--- src/rtl/zymason_scan_sched.sv ---
// zymason_scan_sched: time-multiplexed digit scan sequencer and store write arbiter.
// Ports: clock/reset (async, active-high); tick_div/on_cycles/skip_mask configure
// the scan; wr_req/wr_idx -> wr_ack request a store write; dig_sel/store_we/drive_en
// drive the digit stores and segment bus; slot_idx/frame_done report scan progress.
module zymason_scan_sched #(
    parameter int NUM_DIGITS = 8,
    parameter int CNT_W      = 9,
    localparam int IW        = $clog2(NUM_DIGITS)
) (
    input  logic                  clock,
    input  logic                  reset,
    input  logic [CNT_W-1:0]      tick_div,
    input  logic [CNT_W-1:0]      on_cycles,
    input  logic [NUM_DIGITS-1:0] skip_mask,
    input  logic                  wr_req,
    input  logic [IW-1:0]         wr_idx,
    output logic                  wr_ack,
    output logic [NUM_DIGITS-1:0] dig_sel,
    output logic                  store_we,
    output logic                  drive_en,
    output logic [IW-1:0]         slot_idx,
    output logic                  frame_done
);

    typedef enum logic [1:0] {
        S_IDLE,
        S_SCAN,
        S_WRITE,
        S_GAP
    } state_t;

    localparam logic [NUM_DIGITS-1:0] ONE = NUM_DIGITS'(1);

    state_t          state_q, state_d;
    logic            active_q, active_d;
    logic [IW-1:0]   idx_d;
    logic [CNT_W-1:0] cnt_q, cnt_d;

    logic [NUM_DIGITS-1:0] dig_d;
    logic            drive_d, we_d, ack_d, fd_d;

    logic            any_free;
    logic [IW-1:0]   low_idx;
    logic [IW-1:0]   nxt_idx;
    logic            nxt_found;
    logic [IW-1:0]   cand;
    logic            wr_ok;

    logic            st_active;
    logic [IW-1:0]   st_idx;
    logic [CNT_W-1:0] st_cnt;
    logic            st_fd;

    assign any_free = ~&skip_mask;
    assign wr_ok    = (int'(wr_idx) < NUM_DIGITS);

    // Lowest unmasked index: descending scan so the smallest hit is kept.
    always_comb begin
        low_idx = '0;
        for (int i = NUM_DIGITS - 1; i >= 0; i--) begin
            if (!skip_mask[i]) low_idx = IW'(i);
        end
    end

    // Next unmasked index after slot_idx with wrap; offset NUM_DIGITS
    // revisits the current digit so a lone digit keeps scanning.
    always_comb begin
        nxt_found = 1'b0;
        nxt_idx   = '0;
        cand      = '0;
        for (int k = NUM_DIGITS; k >= 1; k--) begin
            cand = IW'((int'(slot_idx) + k) % NUM_DIGITS);
            if (!skip_mask[cand]) begin
                nxt_found = 1'b1;
                nxt_idx   = cand;
            end
        end
    end

    // One scan step from the held position. A write defers this step,
    // which both freezes the slot and postpones a pending boundary.
    always_comb begin
        st_active = active_q;
        st_idx    = slot_idx;
        st_cnt    = cnt_q;
        st_fd     = 1'b0;
        if (!active_q) begin
            if (any_free) begin
                st_active = 1'b1;
                st_idx    = low_idx;
                st_cnt    = '0;
            end
        end else if (cnt_q >= tick_div) begin
            st_cnt = '0;
            if (nxt_found) begin
                st_idx = nxt_idx;
                st_fd  = (nxt_idx <= slot_idx);
            end else begin
                st_active = 1'b0;
            end
        end else begin
            st_cnt = cnt_q + CNT_W'(1);
        end
    end

    always_comb begin
        state_d  = state_q;
        active_d = active_q;
        idx_d    = slot_idx;
        cnt_d    = cnt_q;
        dig_d    = '0;
        drive_d  = 1'b0;
        we_d     = 1'b0;
        ack_d    = 1'b0;
        fd_d     = 1'b0;
        unique case (state_q)
            S_IDLE, S_SCAN: begin
                if (wr_req) begin
                    state_d = S_WRITE;
                    ack_d   = 1'b1;
                    if (wr_ok) begin
                        we_d  = 1'b1;
                        dig_d = ONE << wr_idx;
                    end
                end else begin
                    state_d = st_active ? S_SCAN : S_IDLE;
                end
            end
            S_WRITE: state_d = S_GAP;
            S_GAP:   state_d = st_active ? S_SCAN : S_IDLE;
            default: state_d = S_IDLE;
        endcase
        // Every non-write cycle advances the scan.
        if (state_d != S_WRITE) begin
            active_d = st_active;
            idx_d    = st_idx;
            cnt_d    = st_cnt;
            fd_d     = st_fd;
            dig_d    = st_active ? (ONE << st_idx) : '0;
            drive_d  = st_active && (st_cnt < on_cycles);
        end
    end

    always_ff @(posedge clock or posedge reset) begin
        if (reset) begin
            state_q    <= S_IDLE;
            active_q   <= 1'b0;
            slot_idx   <= '0;
            cnt_q      <= '0;
            dig_sel    <= '0;
            drive_en   <= 1'b0;
            store_we   <= 1'b0;
            wr_ack     <= 1'b0;
            frame_done <= 1'b0;
        end else begin
            state_q    <= state_d;
            active_q   <= active_d;
            slot_idx   <= idx_d;
            cnt_q      <= cnt_d;
            dig_sel    <= dig_d;
            drive_en   <= drive_d;
            store_we   <= we_d;
            wr_ack     <= ack_d;
            frame_done <= fd_d;
        end
    end

endmodule

--- config.mk ---
export PLATFORM = sky130hd
export DESIGN_NAME = zymason_scan_sched
export DESIGN_NICKNAME = d
export VERILOG_FILES = /design/src/rtl/zymason_scan_sched.sv
export SDC_FILE = /design/constraint.sdc
export NUM_CORES = 1
export LEC_CHECK = 0
export ABC_AREA = 0
export ABC_CLOCK_PERIOD_IN_PS = 10100
export CAP_MARGIN = 20
export CORE_UTILIZATION = 50
export DETAILED_ROUTE_END_ITERATION = 16
export PLACE_DENSITY = 0.76
export RECOVER_POWER = 25
export SETUP_SLACK_MARGIN = 0.2
export SLEW_MARGIN = 15
export SYNTH_ARGS = -nofsm -noshare
export SYNTH_HDL_FRONTEND = slang
export SYNTH_SLANG_ARGS = --single-unit
--- constraint.sdc ---
create_clock -name clock -period 10.1 [get_ports clock]
set_input_delay 2.02 -clock clock [delete_from_list [all_inputs] [get_ports clock]]
set_output_delay 2.02 -clock clock [all_outputs]
set_load 0.01 [all_outputs]
==> results of run 1 <==
## layout by cell type, fill, tap and decap left out, drive strengths merged, types with 3 or more instances in the layout
master,count
nand2,28
mux4,10
a21oi,20
and3,8
nand4,4
mux2,5
nor3,13
ha,23
clkbuf,4
inv,34
nand2b,13
a211oi,4
or3,3
a21o,8
a31oi,5
o31ai,9
mux2i,9
o22ai,8
or2,3
nand3,9
o21ai,32
o21a,4
clkdlybuf4s50,45
nor2,17
nor2b,3
o32ai,5
a211o,3
dfrtp,26
## registers in the layout, summed over array words and instances, names as in the netlist
signal	count
active_q	1
cnt_q	9
dig_sel	8
drive_en	1
frame_done	1
slot_idx	3
state_q	2
store_we	1
## power by group
| group | internal (uW) | switching [uW] | total, uW |
|---|---|---|---|
| Combinational | 318 | 366 | 683 |
| Clock | 53.1 | 35.7 | 88.8 |
| Sequential | 134 | 53.0 | 187 |
| Total | 504 | 454 | 959 |
## path summary, 6_finish.rpt
kind	from	to	slack, ps	cells after the start
hold reg to reg	state_q[1]$_DFF_PP0_	state_q[1]$_DFF_PP0_	520	2
max in group asynchronous	reset	dig_sel[3]$_DFF_PP0_	6720	3
hold / removal	state_q[1]$_DFF_PP0_	state_q[1]$_DFF_PP0_	520	2
setup reg to reg	slot_idx[1]$_DFFE_PP0N_	drive_en$_DFF_PP0_	4910	17
setup / recovery	tick_div[5]	drive_en$_DFF_PP0_	4200	18
min in group asynchronous	reset	drive_en$_DFF_PP0_	2100	2
## layout make-up
cell class              instances  area, sq um
well taps                      72         90.1
flip-flops and latches         26          651
repair buffers                 48          472
fillers                       471         2150
multi-input cells             271         2040
inverters                      35          131
clock buffers                   3         41.3
clock inverters                 1         30.0
## logic make-up (layout without fill, tap and decap cells)
family                     Yosys count  after routing  synth area share
AOI/OAI and AO/OA                  116            116             0.262
and+or+nand+nor                    106            106             0.185
buffers and inverters               58             87            0.0881
DFF                                 26             26             0.220
muxes                               24             24             0.138
adders and majority gates           23             23            0.0974
xor gates and xnor gates             2              2           0.00847
## critical path, cell delays in order
cell and delay, ps:
clkdlybuf4s50_1 450, inv_1 40, ha_1 300, and3_1 200, a211o_1 280, a311o_1 280
a211o_1 560, o21ai_0 290, o2bb2ai_1 140, ha_1 270, a21o_1 160, a21o_1 170
a21o_1 170, a21o_1 170, a21oi_1 130, nor2b_1 50, o21ai_0 130, nor4bb_1 280
## stage by stage
stage / utilization / hold WS [ps] / power, uW / setup slack [ps]
after floorplan: - / 465 / 712 / 4630
after global placement: 0.604 / 483 / 844 / 4050
after detailed placement: 0.604 / 492 / 856 / 3920
after CTS: 0.616 / 517 / 949 / 4210
after global routing: 0.617 / 552 / 1050 / 3830
final: 0.617 / 517 / 959 / 4200
## layer usage
metal	vias to the layer above	part of all wire	GRT usage
met2	96	0.46	0.413
met4	0	0.0024	0.0236
met3	4	0.048	0.0345
met1	1366	0.49	0.369
met5	-	0	0
li1	1376	-	-
==> flow_metrics.tcl, run 1 <==
set metrics [dict create \
    synth_top_area_cell "dfrtp_1" \
    htree_levels 1 \
    placed_cell_area_sq_um 3380 \
    wire_per_inst_um 16.7 \
    critical_path_class "in2reg" \
    tns_ps 0 \
    grt_pass1_wl_um 12600 \
    period_needed_ps 5900 \
    cts_buffers 3 \
    port-buffer-count 46 \
    antenna_found_initial 0 \
    peakVddDrop_v 0.000213 \
    cts_tree "yes" \
    cp-end-kind "flip-flop" \
    area_delta_synth_final_pct 17.1 \
    power_density_nw_per_um2 277 \
    yosys-top-cells-count "inv_1 (32), o21ai_0 (32), nand2_1 (28), dfrtp_1 (26), ha_1 (23)" \
    arrival_ps 6080 \
    ys_types 62 \
    final_area_sq_um 3460 \
    antenna_left 0 \
    std_cell_rows 27 \
    synthesis.nets 410 \
    grt_max_degree 29 \
    cts_root_buf "clkbuf_8" \
    ys_ff_latch 26 \
    start_util 0.527 \
    slew_violations 0 \
    drt_wl_total_um 7590 \
    clkTransAtPathRegs_ps 100 \
    hold_class "reg2reg" \
    drt_pass1_iterations 6 \
    hold_buffers 0 \
    synth_area_leaders "dfrtp_1 (22%), ha_1 (9.7%), mux4_2 (6.9%)" \
    die_w_um 78.9 \
    die_area_sq_um 6220 \
    via_per_inst 6.23 \
    layout.cells.non_filler 456 \
    routabilityCongestion 0.910 \
    clock_path_buffers 2 \
    drive_gt1_frac 0.0755 \
    coreArea_sq_um 5610 \
    timing.final.crit_share 0.584 \
    startpoint_type "primary input" \
    syn_inst 355 \
    synth-async-reset-ratio 1.00 \
    max_slew.worst_pin.slew_ps 1080 \
    syn_area_sq_um 2960 \
    max_freq_mhz 170 \
    status "finished, final reports clean" \
    track_usage 0.253 \
    hold_violations 0 \
    avgSynthCellArea_sq_um 8.32 \
    synth.top_cell.area_share 0.220 \
    rsz0062_at_grt "false" \
    post-place-cells 451 \
    seq_area_frac_synth 0.220 \
    clk_latency_ps 280 \
    max_cap_violations 0 \
    clock_sink_count 26 \
    ctsResizeCount 0 \
    hpwl_um 5470 \
    finalNetCount 440 \
    ios 47 \
    num_vias 2842 \
    skew_ps 3.92 \
    drcViolationCount 0 \
    ys.flop_type "dfrtp_1" \
    slew_headroom 0.279 \
    path_max_fanout 28 \
    gr-total-overflow 0 \
    setup_viol 0 \
    synth_edf_count 0 \
    yosysWarnings 0 \
    antenna_cells 0 \
    die_h_um 78.9 \
    postCtsSetupRepairBufs 0 \
    cp.required_ps 10290 \
    grt_pass1_vias 2620 \
    first_iter_violations 284 \
    p_leak_uw 0.00156 \
]
Note: power is estimated with default switching activity, not from simulation.
==> run 2: changes to the inputs <==
ABC_CLOCK_PERIOD_IN_PS = 5100   (was 10100)
PLACE_DENSITY = 0.79   (was 0.76)
clock period = 5.1 ns   (was 10.1 ns; I/O delays follow)
==> run 2 against run 1 <==
Compared with the run above:
- combinational power increased by 110%
- critical path depth unchanged
- clock-buffer cell count did not move
- routed wire length increased by 0.82%
- global-route usage rose by 0.52 points
- power rose by 100%
- utilization is 1.1 points higher
- register-to-register slack lost 3800 ps
- worst hold slack improved by 16 ps
- via count increased by 0.74%
- final cell count is 1.8% higher
- sequential share of layout area shrank 0.33 points
- critical endpoint unchanged
- largest cell class unchanged
- highest routed layer unchanged
==> flow_metrics.tcl, run 2 (synthesis results as in run 1) <==
set metrics [dict create \
    hold_class "reg2reg" \
    port-buffer-count 46 \
    holdPathStages 1 \
    drive_gt1_frac 0.0969 \
    p_int_uw 1030 \
    track_usage 0.258 \
    status "finished, final reports clean" \
    reg.largest.list "cnt_q x9, dig_sel x8, slot_idx x3" \
    skew_ps 13.3 \
    finalNetCount 448 \
    hold_violations 0 \
    mostFrequentLayoutCells "clkdlybuf4s50_1 (45), inv_1 (32), o21ai_0 (31), nand2_1 (28), dfrtp_1 (26)" \
    finalPower_uw 1950 \
    antenna_found_initial 0 \
    grt_pass1_wl_um 12800 \
    p_seq_frac 0.181 \
    tns_ps 0 \
    drt_wl_total_um 7660 \
    htree_levels 1 \
    ios 47 \
    rsz0062_at_grt "false" \
    max_slew.worst_pin.slew_ps 1090 \
    crit_chain "clkdlybuf4s50_1 -> inv_1 -> ha_1 -> and3_1 -> a211o_1 -> a311o_1 -> a211o_2 -> o21ai_1 -> o2bb2ai_1 -> ha_1 -> a21o_1 -> a21o_1 -> a21o_1 -> a21o_1 -> a21oi_1 -> nor2b_1 -> o21ai_0 -> nor4bb_1" \
    gr-total-overflow 0 \
    hpwl_um 5670 \
    crit_buf_inv 2 \
    coreArea_sq_um 5610 \
    worst-path-stages 18 \
    routabilityCongestion 0.885 \
    placed_cell_area_sq_um 3440 \
    antenna_left 0 \
    drcViolationCount 0 \
    p_sw_uw 924 \
    startpoint_type "primary input" \
    cp.required_ps 5290 \
    clkTransAtPathRegs_ps 100 \
    num_vias 2863 \
    start_util 0.527 \
    slew_headroom 0.275 \
    period_needed_ps 4650 \
    area_delta_synth_final_pct 19.1 \
    cts_tree "yes" \
    p_leak_uw 0.00160 \
    reg2reg_setup_slack_ps 1150 \
    die_w_um 78.9 \
    cp_common_cell "a21o_1" \
    path_max_fanout 10 \
    grt_pass1_vias 2679 \
    largest_reg_flops 9 \
    max_cap_violations 0 \
    hold_buffers 0 \
    crit_slowest_cell "clkdlybuf4s50_1" \
    timing.final.crit_share 0.911 \
    max_freq_mhz 215 \
    wire_per_inst_um 16.5 \
    r2r_cells 16 \
    arrival_ps 4840 \
    critical_path_class "in2reg" \
    grt_max_degree 27 \
    p_comb_frac 0.729 \
    final_common_cell "clkdlybuf4s50_1" \
    final_area_sq_um 3520 \
    largest_register "cnt_q" \
    critPathTopFamily "compound AO/OA/AOI/OAI gates" \
    clk_latency_ps 280 \
    die_h_um 78.9 \
    peakVddDrop_v 0.000489 \
    cts_root_buf "clkbuf_8" \
    ctsResizeCount 0 \
    power_frac_clock 0.090 \
    cp-end-kind "flip-flop" \
    whs_ps 534 \
    cts_buffers 3 \
    setup_viol 0 \
    postCtsSetupRepairBufs 0 \
    first_iter_violations 283 \
    switching_share 0.474 \
    slew_violations 0 \
    clock_path_buffers 2 \
    die_area_sq_um 6220 \
    power_density_nw_per_um2 554 \
    slowest_delay_ps 450 \
    antenna_cells 0 \
    via_per_inst 6.17 \
    std_cell_rows 27 \
    drt_pass1_iterations 5 \
    clock_sink_count 26 \
]
-- run 2: layout make-up --
cell class	instances	area [sq um]
clock inverter	1	30.0
multi-input combinational	271	2050
sequential	26	651
tap	72	90.1
inverter	35	131
fill	484	2090
clock buffer	3	41.3
timing repair buffer	56	532
-- run 2: power groups by stage --
stage	Sequential [uW]	Combinational, uW	Clock [uW]
4_1_cts	351	1400	180
5_1_grt	362	1560	186
2_1_floorplan	328	1080	0
3_3_place_gp	352	1360	0
6_report	352	1420	176
3_5_place_dp	354	1390	0
-- run 2: stage by stage --
step                      cells   util  setup slack (ps)
after floorplan             355      -               628
after global placement      459  0.614               295
after detailed placement    459  0.614               149
after CTS                   463  0.627               388
after global routing        464  0.628               235
final                       464  0.628               452
-- run 2: final timing paths --
path	from	endpoint
setup / recovery	tick_div[5]	drive_en$_DFF_PP0_
hold / removal	active_q$_DFFE_PP0N_	active_q$_DFFE_PP0N_
setup reg to reg	cnt_q[5]$_DFFE_PP0N_	drive_en$_DFF_PP0_
hold reg to reg	active_q$_DFFE_PP0N_	active_q$_DFFE_PP0N_
max in group asynchronous	reset	cnt_q[1]$_DFFE_PP0N_
min in group asynchronous	reset	store_we$_DFF_PP0_
-- run 2: routing by layer --
| layer | wire length (um) | track usage | vias to the layer above |
|---|---|---|---|
| li1 | - | - | 1388 |
| met4 | 68 | 0.0400 | 0 |
| met3 | 446 | 0.0379 | 10 |
| met1 | 3660 | 0.367 | 1361 |
| met5 | 0 | 0 | - |
| met2 | 3480 | 0.423 | 104 |
